===== src/rtl/watch_mode_controller.sv =====
// Mode/set-time sequencer for the watch counter chain: button sync, run/pause/set FSM,
// hour/minute increment pulses and blink enables. Define WATCH_CTRL_AUTOREPEAT_EN for held-inc repeat.
module watch_mode_controller #(
    parameter int unsigned BLINK_DIV     = 25_000_000,
    parameter int unsigned HOLD_CYCLES   = 50_000_000,
    parameter int unsigned REPEAT_CYCLES = 10_000_000
) (
    input  logic       clk_i,
    input  logic       reset_i,
    input  logic       tick_i,
    input  logic       btn_mode_i,
    input  logic       btn_inc_i,
    input  logic       btn_startstop_i,
    output logic       count_en_o,
    output logic       min_inc_o,
    output logic       hr_inc_o,
    output logic       sec_clr_o,
    output logic       disp_hr_on_o,
    output logic       disp_min_on_o,
    output logic [1:0] mode_o
);
    typedef enum logic [1:0] {
        PAUSE   = 2'b00,
        RUN     = 2'b01,
        SET_HR  = 2'b10,
        SET_MIN = 2'b11
    } state_e;

    localparam int unsigned BW = $clog2(BLINK_DIV + 1);
    localparam logic [BW-1:0] BLINK_TC = BW'(BLINK_DIV - 1);

    if (BLINK_DIV < 2 || HOLD_CYCLES < 2 || REPEAT_CYCLES < 2) begin : g_param_chk
        $error("watch_mode_controller: BLINK_DIV, HOLD_CYCLES and REPEAT_CYCLES must be >= 2");
    end

    // Bit order for all button vectors: {mode, inc, startstop}
    logic [2:0]    btn_raw, s1_q, s2_q, s3_q, press;
    state_e        state_q, state_d;
    logic          hr_inc_q, hr_inc_d, min_inc_q, min_inc_d, sec_clr_q, sec_clr_d;
    logic [BW-1:0] blink_cnt_q, blink_cnt_d;
    logic          phase_q, phase_d;
    logic          rpt_fire;

    assign btn_raw = {btn_mode_i, btn_inc_i, btn_startstop_i};
    assign press   = s2_q & ~s3_q;

    // Reset loads the whole chain from the pin so a button held through reset is not a press
    always_ff @(posedge clk_i) begin
        if (reset_i) begin
            s1_q <= btn_raw;
            s2_q <= btn_raw;
            s3_q <= btn_raw;
        end else begin
            s1_q <= btn_raw;
            s2_q <= s1_q;
            s3_q <= s2_q;
        end
    end

    always_comb begin
        state_d   = state_q;
        hr_inc_d  = 1'b0;
        min_inc_d = 1'b0;
        sec_clr_d = 1'b0;
        case (state_q)
            PAUSE: begin
                if (press[2])      state_d = SET_HR;
                else if (press[0]) state_d = RUN;
            end
            RUN: begin
                if (press[2])      state_d = SET_HR;
                else if (press[0]) state_d = PAUSE;
            end
            SET_HR: begin
                if (press[2])                  state_d = SET_MIN;
                else if (press[1] || rpt_fire) hr_inc_d = 1'b1;
            end
            default: begin
                if (press[2]) begin
                    state_d   = RUN;
                    sec_clr_d = 1'b1;
                end else if (press[1] || rpt_fire) begin
                    min_inc_d = 1'b1;
                end
            end
        endcase
    end

    // Blink restarts visible on every entry into a set state and on every increment
    always_comb begin
        blink_cnt_d = blink_cnt_q;
        phase_d     = phase_q;
        if (state_d != state_q || hr_inc_d || min_inc_d || !state_q[1]) begin
            blink_cnt_d = '0;
            phase_d     = 1'b1;
        end else if (blink_cnt_q == BLINK_TC) begin
            blink_cnt_d = '0;
            phase_d     = ~phase_q;
        end else begin
            blink_cnt_d = blink_cnt_q + BW'(1);
        end
    end

    always_ff @(posedge clk_i) begin
        if (reset_i) begin
            state_q     <= PAUSE;
            hr_inc_q    <= 1'b0;
            min_inc_q   <= 1'b0;
            sec_clr_q   <= 1'b0;
            blink_cnt_q <= '0;
            phase_q     <= 1'b1;
        end else begin
            state_q     <= state_d;
            hr_inc_q    <= hr_inc_d;
            min_inc_q   <= min_inc_d;
            sec_clr_q   <= sec_clr_d;
            blink_cnt_q <= blink_cnt_d;
            phase_q     <= phase_d;
        end
    end

`ifdef WATCH_CTRL_AUTOREPEAT_EN
    localparam int unsigned RMAX = (HOLD_CYCLES > REPEAT_CYCLES) ? HOLD_CYCLES : REPEAT_CYCLES;
    localparam int unsigned RW   = $clog2(RMAX + 1);
    localparam logic [RW-1:0] HOLD_TC = RW'(HOLD_CYCLES - 1);
    localparam logic [RW-1:0] REP_TC  = RW'(REPEAT_CYCLES - 1);

    logic          rpt_act_q, rpt_act_d, rpt_first_q, rpt_first_d;
    logic [RW-1:0] rpt_cnt_q, rpt_cnt_d;

    // rpt_cnt counts cycles since the last inc pulse; first interval is the hold time
    assign rpt_fire = rpt_act_q & s2_q[1] & (rpt_cnt_q == (rpt_first_q ? HOLD_TC : REP_TC));

    always_comb begin
        rpt_act_d   = rpt_act_q;
        rpt_first_d = rpt_first_q;
        rpt_cnt_d   = rpt_cnt_q;
        if (state_d != state_q || !s2_q[1]) begin
            rpt_act_d   = 1'b0;
            rpt_first_d = 1'b1;
            rpt_cnt_d   = '0;
        end else if (press[1] && state_q[1]) begin
            rpt_act_d   = 1'b1;
            rpt_first_d = 1'b1;
            rpt_cnt_d   = '0;
        end else if (rpt_act_q) begin
            if (rpt_fire) begin
                rpt_first_d = 1'b0;
                rpt_cnt_d   = '0;
            end else begin
                rpt_cnt_d = rpt_cnt_q + RW'(1);
            end
        end
    end

    always_ff @(posedge clk_i) begin
        if (reset_i) begin
            rpt_act_q   <= 1'b0;
            rpt_first_q <= 1'b1;
            rpt_cnt_q   <= '0;
        end else begin
            rpt_act_q   <= rpt_act_d;
            rpt_first_q <= rpt_first_d;
            rpt_cnt_q   <= rpt_cnt_d;
        end
    end
`else
    assign rpt_fire = 1'b0;
`endif

    assign count_en_o    = tick_i & (state_q == RUN);
    assign min_inc_o     = min_inc_q;
    assign hr_inc_o      = hr_inc_q;
    assign sec_clr_o     = sec_clr_q;
    assign disp_hr_on_o  = (state_q != SET_HR) | phase_q;
    assign disp_min_on_o = (state_q != SET_MIN) | phase_q;
    assign mode_o        = state_q;
endmodule


===== config.mk =====
export PLATFORM = sky130hd
export DESIGN_NAME = watch_mode_controller
export DESIGN_NICKNAME = d
export VERILOG_FILES = /design/src/rtl/watch_mode_controller.sv
export SDC_FILE = /design/constraint.sdc
export NUM_CORES = 1
export LEC_CHECK = 0
export ABC_CLOCK_PERIOD_IN_PS = 3450
export CAP_MARGIN = 40
export CORE_ASPECT_RATIO = 1.25
export CORE_MARGIN = 5
export CORE_UTILIZATION = 35
export CTS_CLUSTER_DIAMETER = 150
export CTS_CLUSTER_SIZE = 16
export DETAILED_ROUTE_END_ITERATION = 8
export GPL_TIMING_DRIVEN = 0
export PLACE_DENSITY = 0.53
export SETUP_SLACK_MARGIN = 0.15
export SLEW_MARGIN = 20
export SYNTH_ARGS = -nofsm -noshare
export SYNTH_HDL_FRONTEND = slang
export SYNTH_SLANG_ARGS = --single-unit

===== constraint.sdc =====
create_clock -name clk_i -period 3.45 [get_ports clk_i]
set_input_delay 0.345 -clock clk_i [delete_from_list [all_inputs] [get_ports clk_i]]
set_output_delay 0.345 -clock clk_i [all_outputs]
set_load 0.1 [all_outputs]

==> results of run 1 <==
-- cell type report --
cell class                 instances  area [sq um]  share of cell area, %
clock inverter                     1          30.0                   1.39
clock buffer                       7          96.3                   4.45
buffer                            10          58.8                   2.72
tap                               60          75.1                   3.47
sequential                        40           801                   37.0
multi-input combinational        141           825                   38.1
inverter                           8          30.0                   1.39
timing repair buffer              21           250                   11.6
-- layer usage --
| layer | routed length, um | part of all wire (%) |
|---|---|---|
| met3 | 149 | 4.3 |
| met4 | 66 | 1.9 |
| met2 | 1620 | 47 |
| met5 | 0 | 0 |
| met1 | 1620 | 47 |
-- power breakdown --
group          leakage (nW)  switching, mW  internal (mW)
sequential            0.326        0.00780          0.472
combinational         0.307         0.0430         0.0282
clock                0.0645          0.165          0.255
-- synth_stat cells (3+ instances only) --
cell type	number	area, sq um
nor4_1	6	37.5
dfxtp_1	40	801
or4_1	4	30.0
nand2_1	14	52.6
nor3_1	4	20.0
nand3_1	12	60.1
nand4_1	5	31.3
nor2_1	18	67.6
and3_1	3	18.8
inv_1	8	30.0
nand2b_1	3	18.8
o21ai_0	18	90.1
a21oi_2	3	26.3
xnor2_1	9	78.8
clkbuf_1	5	18.8
nor2b_1	3	18.8
or3_1	9	56.3
a21oi_1	11	55.1
-- tightest hold or removal path: cells and delay by family, from the launching register on --
kind | cells | cell delay [ns]
AOI/OAI and AO/OA | 1 | 0.05
buffers and inverters | 1 | 0.04
DFF | 1 | 0.30
-- stage by stage --
step / hold WS, ns / total power [mW] / setup slack, ns / std cells
floorplan: 0.373 / 0.533 / 1.20 / 199
CTS: 0.440 / 0.987 / 1.24 / 288
finish: 0.429 / 0.971 / 1.28 / 288
global route: 0.470 / 1.02 / 1.08 / 288
detailed placement: 0.428 / 0.563 / 1.26 / 280
global placement: 0.422 / 0.552 / 1.05 / 272
-- kinds of logic (layout without fill, tap and decap cells) --
| family | count (synthesis) | count (layout) | synth area share, % |
|---|---|---|---|
| AND/OR/NAND/NOR | 94 | 94 | 30.4 |
| XOR/XNOR | 11 | 11 | 5.62 |
| adder cells (fa/ha/maj) | 1 | 1 | 0.730 |
| buffers and inverters | 18 | 47 | 5.18 |
| AO/OA/AOI/OAI | 35 | 35 | 11.4 |
| flip-flops | 40 | 40 | 46.7 |
-- registers in the layout (all words and copies together), names as in the netlist --
name,cells
s2_q,3
s1_q,3
phase_q,1
s3_q,3
blink_cnt_q,25
hr_inc_o,1
mode_o,2
min_inc_o,1
sec_clr_o,1
-- worst min-delay path by stage --
stage / cells after the start / to / start
3_3_place_gp: 2 / s2_q[2]$_DFF_P_ / s1_q[2]$_DFF_P_
5_1_grt: 2 / s2_q[2]$_DFF_P_ / s1_q[2]$_DFF_P_
2_1_floorplan: 0 / s1_q[0]$_DFF_P_ / btn_startstop_i
3_5_place_dp: 2 / s2_q[2]$_DFF_P_ / s1_q[2]$_DFF_P_
6_report: 2 / s2_q[0]$_DFF_P_ / s1_q[0]$_DFF_P_
4_1_cts: 2 / s2_q[0]$_DFF_P_ / s1_q[0]$_DFF_P_
==> run summary, run 1 <==
Clk_lat worst skew = 0.29 ns
Ant. Diodes = 0
Max-slew headroom = 46.2%
Crit path largest cell delay = 0.59 ns
Most common cell after layout, fill and taps aside = dfxtp_1
Final worst-path cycle share = 63.0%
Met3 Resource Use GR = 3.41%
CP endpoint kind = register
Net count reported at finish = 234
Post-CTS Setup Repair Bufs = 0
HPWL Detailed = 2.47 mm
Cell variety after synth = 34
Main synth FF type = dfxtp_1
Post-synth EDFFs = 0
Worst reg2reg setup slack = 1.28 ns
Cell Pwr Density = 448 nW/um^2
Mapped Cells = 199
Most frequent cells in the layout = dfxtp_1, o21ai_0, nor2_1, nand2_1, clkdlybuf4s50_1
Worst path bufs/invs = 1
First-pass GRT wire length = 6.08 mm
HP Class = register to register
Vias in the first global route = 1345
Worst VDD drop = 0.000205 V
Worst endpoint required time = 3.63 ns
Met2 Usage GRT = 19.6%
DP Area = 2040 sq um
Synth Register Bits = 40
GR peak layer = met2
# IOs = 14
Slew Limit Fails = 0
Worst setup path end = blink_cnt_q[9]$_SDFF_PP0_
Sequential area share after synthesis = 46.7%
Slowest CP cell = or4_1
Die area = 6410 sq um
IO Port Bufs = 13
Iteration count of the initial detailed-routing pass = 4
Post-synth net total = 206
Least-Margin Pin Slew = 0.800 ns
WL per Instance = 12.0 um
Final setup TNS = 0 ns
CP max FO = 10
Design Area, Final = 2170 sq um
Max Clock Freq = 0.460 GHz
Clk Tree Root Cell = clkbuf_8
Routed vias/inst = 4.91
Rows = 28
Largest net degree at the start of global routing = 13
Synth warn = 0
Reg clk slew, reported paths = 0.08 ns
Avg Inst Size Synth = 8.61 sq um
Post-CTS sizing = 0
Final core area utilization = 45.8%
Crit path cell chain = ha_1 -> nand2_1 -> or4_1 -> o21ai_2 -> buf_2 -> nor2_1
Longest Clk Path Bufs = 2
Die Ht = 88.2 um
Core ar. = 4730 sq um
Min cycle time layout = 2.17 ns
Starting Density = 36.2%
Via count = 1415
Total of fill cells in the finished design = 477
Async SR Flop Fraction = 0%
Setup violators final = 0
CTS tree = built
R2r endpoint = blink_cnt_q[9]$_SDFF_PP0_
Worst EP arrival = 2.35 ns
CTS Buf Count = 5
Routability Congestion = 0.748
Drt total wl = 3.46 mm
MaxCap Viol Count = 0
Worst clock skew = 0.00909 ns
Status = complete, no violations
R2R Path Start = blink_cnt_q[0]$_SDFF_PP0_
Setup CP Type = register to register
Met1 usage = 15.2%
CP startpoint = blink_cnt_q[0]$_SDFF_PP0_
Initial drt markers = 73
CTS hold repair buffers = 0
Synth Cell Area = 1710 sq um
Number of stages on the worst setup path = 6
Area grow syn2layout = 26.4%
GRT Residual Overflow = 0
H-Tree Depth = 2
Gr usage total = 12.1%
Initial antenna violation count = 0
Final Hold Viols = 0
Share of layout cells above drive strength 1 = 12.7%
Startpoint Class = register
RSZ-0062 raised after global routing = false
Die width = 72.6 um
DRC viols = 0
Routed Antenna Nets = 0
Clock sink count = 40
Worst r2r path cells = 6
Lkg Pwr = 0.698 nW
Delay-heaviest family, CP = simple AND/OR/NAND/NOR gates
Note: power is estimated with default switching activity, not from simulation.
==> run 2: changes to the inputs <==
ABC_CLOCK_PERIOD_IN_PS = 2300   (was 3450)
clock period = 2.3 ns   (was 3.45 ns; I/O delays follow)
==> run summary, run 2 (synthesis results as in run 1) <==
Dpl ws = 0.107 ns (was 1.26 ns)
Total of fill cells in the finished design = 472 (was 477)
Ant. Diodes = 0 (unchanged)
Initial antenna violation count = 0 (unchanged)
Routability Congestion = 0.748 (unchanged)
Routed vias/inst = 4.92 (was 4.91)
Lkg Pwr = 0.711 nW (was 0.698 nW)
Clock sink count = 40 (unchanged)
CTS hold repair buffers = 0 (unchanged)
First-pass GRT wire length = 6.10 mm (was 6.08 mm)
Gr usage total = 12.2% (was 12.1%)
Least-Margin Pin Slew = 0.773 ns (was 0.800 ns)
Largest net degree at the start of global routing = 13 (unchanged)
Via count = 1431 (was 1415)
Net count reported at finish = 237 (was 234)
Share of layout cells above drive strength 1 = 15.6% (was 12.7%)
Min cycle time layout = 2.00 ns (was 2.17 ns)
Most flop-heavy register = blink_cnt_q (unchanged)
Final worst-path cycle share = 87.1% (was 63.0%)
Iteration count of the initial detailed-routing pass = 4 (unchanged)
Die Ht = 88.2 um (unchanged)
Number of flip-flops in the largest register = 25 (unchanged)
Final Hold Viols = 0 (unchanged)
Die width = 72.6 um (unchanged)
Max Clock Freq = 0.499 GHz (was 0.460 GHz)
Worst r2r path cells = 6 (unchanged)
Status = complete, no violations (unchanged)
CP max FO = 10 (unchanged)
Initial drt markers = 62 (was 73)
Reg clk slew, reported paths = 0.08 ns (about the same)
Worst reg2reg setup slack = 0.30 ns (was 1.28 ns)
# IOs = 14 (unchanged)
CTS Buf Count = 5 (unchanged)
DRC viols = 0 (unchanged)
Hold path cells = 1 (was 2)
Longest Clk Path Bufs = 2 (unchanged)
Startpoint Class = register (unchanged)
Hold Crit Endpoint = s1_q[2]$_DFF_P_ (was s2_q[0]$_DFF_P_)
CP endpoint kind = register (unchanged)
Drt total wl = 3.46 mm (about the same)
Hold_sp = btn_mode_i (was s1_q[0]$_DFF_P_)
CTS tree = built (unchanged)
Slew Limit Fails = 0 (unchanged)
Starting Density = 36.2% (unchanged)
HP Class = input pin to register (was register to register)
Worst VDD drop = 0.000306 V (was 0.000205 V)
Clk_lat worst skew = 0.29 ns (about the same)
Max-slew headroom = 48.0% (was 46.2%)
IO Port Bufs = 13 (unchanged)
Final worst-path setup slack = 0.296 ns (was 1.28 ns)
HPWL Detailed = 2.47 mm (unchanged)
Worst endpoint required time = 2.48 ns (was 3.63 ns)
Most common cell after layout, fill and taps aside = dfxtp_1 (unchanged)
Setup CP Type = register to register (unchanged)
Core ar. = 4730 sq um (unchanged)
Vias in the first global route = 1348 (was 1345)
Setup violators final = 0 (unchanged)
H-Tree Depth = 2 (unchanged)
MaxCap Viol Count = 0 (unchanged)
Routed Antenna Nets = 0 (unchanged)
Cell Pwr Density = 662 nW/um^2 (was 448 nW/um^2)
Area grow syn2layout = 28.6% (was 26.4%)
Die area = 6410 sq um (unchanged)
Final setup TNS = 0 ns (unchanged)
Worst clock skew = 0.00812 ns (was 0.00909 ns)
WL per Instance = 11.9 um (was 12.0 um)
R2R Path Start = blink_cnt_q[0]$_SDFF_PP0_ (unchanged)
R2r endpoint = blink_cnt_q[19]$_SDFF_PP0_ (was blink_cnt_q[9]$_SDFF_PP0_)
Worst EP arrival = 2.18 ns (was 2.35 ns)
RSZ-0062 raised after global routing = false (unchanged)
GRT Residual Overflow = 0 (unchanged)
Rows = 28 (unchanged)
Tot Pwr = 1.46 mW (was 0.971 mW)
Most frequent cells in the layout = dfxtp_1, o21ai_0, nor2_1, nand2_1, clkdlybuf4s50_1 (unchanged)
Clk Tree Root Cell = clkbuf_8 (unchanged)
run 2: worst max path at each step:
stage	depth (start not counted)	from	end	slack (ns)
after CTS	6	blink_cnt_q[0]$_SDFF_PP0_	blink_cnt_q[2]$_SDFF_PP0_	0.19
after global routing	6	blink_cnt_q[0]$_SDFF_PP0_	blink_cnt_q[16]$_SDFF_PP0_	0.18
final	6	blink_cnt_q[0]$_SDFF_PP0_	blink_cnt_q[19]$_SDFF_PP0_	0.30
after global placement	6	blink_cnt_q[0]$_SDFF_PP0_	blink_cnt_q[9]$_SDFF_PP0_	0.10
after floorplan	1	mode_o[0]$_SDFF_PP0_	count_en_o	0.16
after detailed placement	6	blink_cnt_q[0]$_SDFF_PP0_	blink_cnt_q[12]$_SDFF_PP0_	0.11
run 2: per-layer routing:
metal,vias up,global-route usage (%),part of all wire [%]
li1,760,-,-
met1,648,15.2,47
met2,18,19.7,47
met3,5,3.41,3.9
met4,0,5.03,2.0
met5,-,0,0
run 2: report_power, final:
group / internal [mW] / switching (mW) / leakage, nW / total (mW)
logic: 0.0457 / 0.0655 / 0.320 / 0.111
registers: 0.709 / 0.0116 / 0.327 / 0.721
clock network: 0.383 / 0.244 / 0.0645 / 0.627
run 2: area by class of cell:
cell class / count / area [sq um] / area share [%]
well taps: 60 / 75.1 / 3.41
plain buffers: 10 / 61.3 / 2.78
inverters: 8 / 30.0 / 1.36
multi-input cells: 141 / 835 / 37.9
clock inverters: 1 / 30.0 / 1.36
clock buffers: 7 / 96.3 / 4.37
repair buffers: 24 / 273 / 12.4
flip-flops and latches: 40 / 805 / 36.5
run 2: timing repair:
item                                    4_1_cts  5_1_grt
pin swaps                                     0        1
buffers inserted                              0        3
gates resized for setup                       2        4
endpoints found under the setup margin       16       21
run 2: worst max-delay path, stage by stage, from the launching register on:
cell	delay, ns
dfxtp_2	0.36
ha_2	0.21
nand2_1	0.15
or4_1	0.62
o21ai_4	0.25
buf_4	0.24
a21oi_1	0.06
run 2: metrics by stage:
| stage | hold slack, ns | util, % | area [sq um] | instances |
|---|---|---|---|---|
| after global routing | 0.401 | 46.6 | 2200 | 291 |
| final | 0.413 | 46.6 | 2200 | 291 |
| after detailed placement | 0.428 | 43.1 | 2040 | 280 |
| after CTS | 0.400 | 46.0 | 2180 | 288 |
| after global placement | 0.422 | 40.6 | 1920 | 272 |
| after floorplan | 0.258 | - | 1710 | 199 |
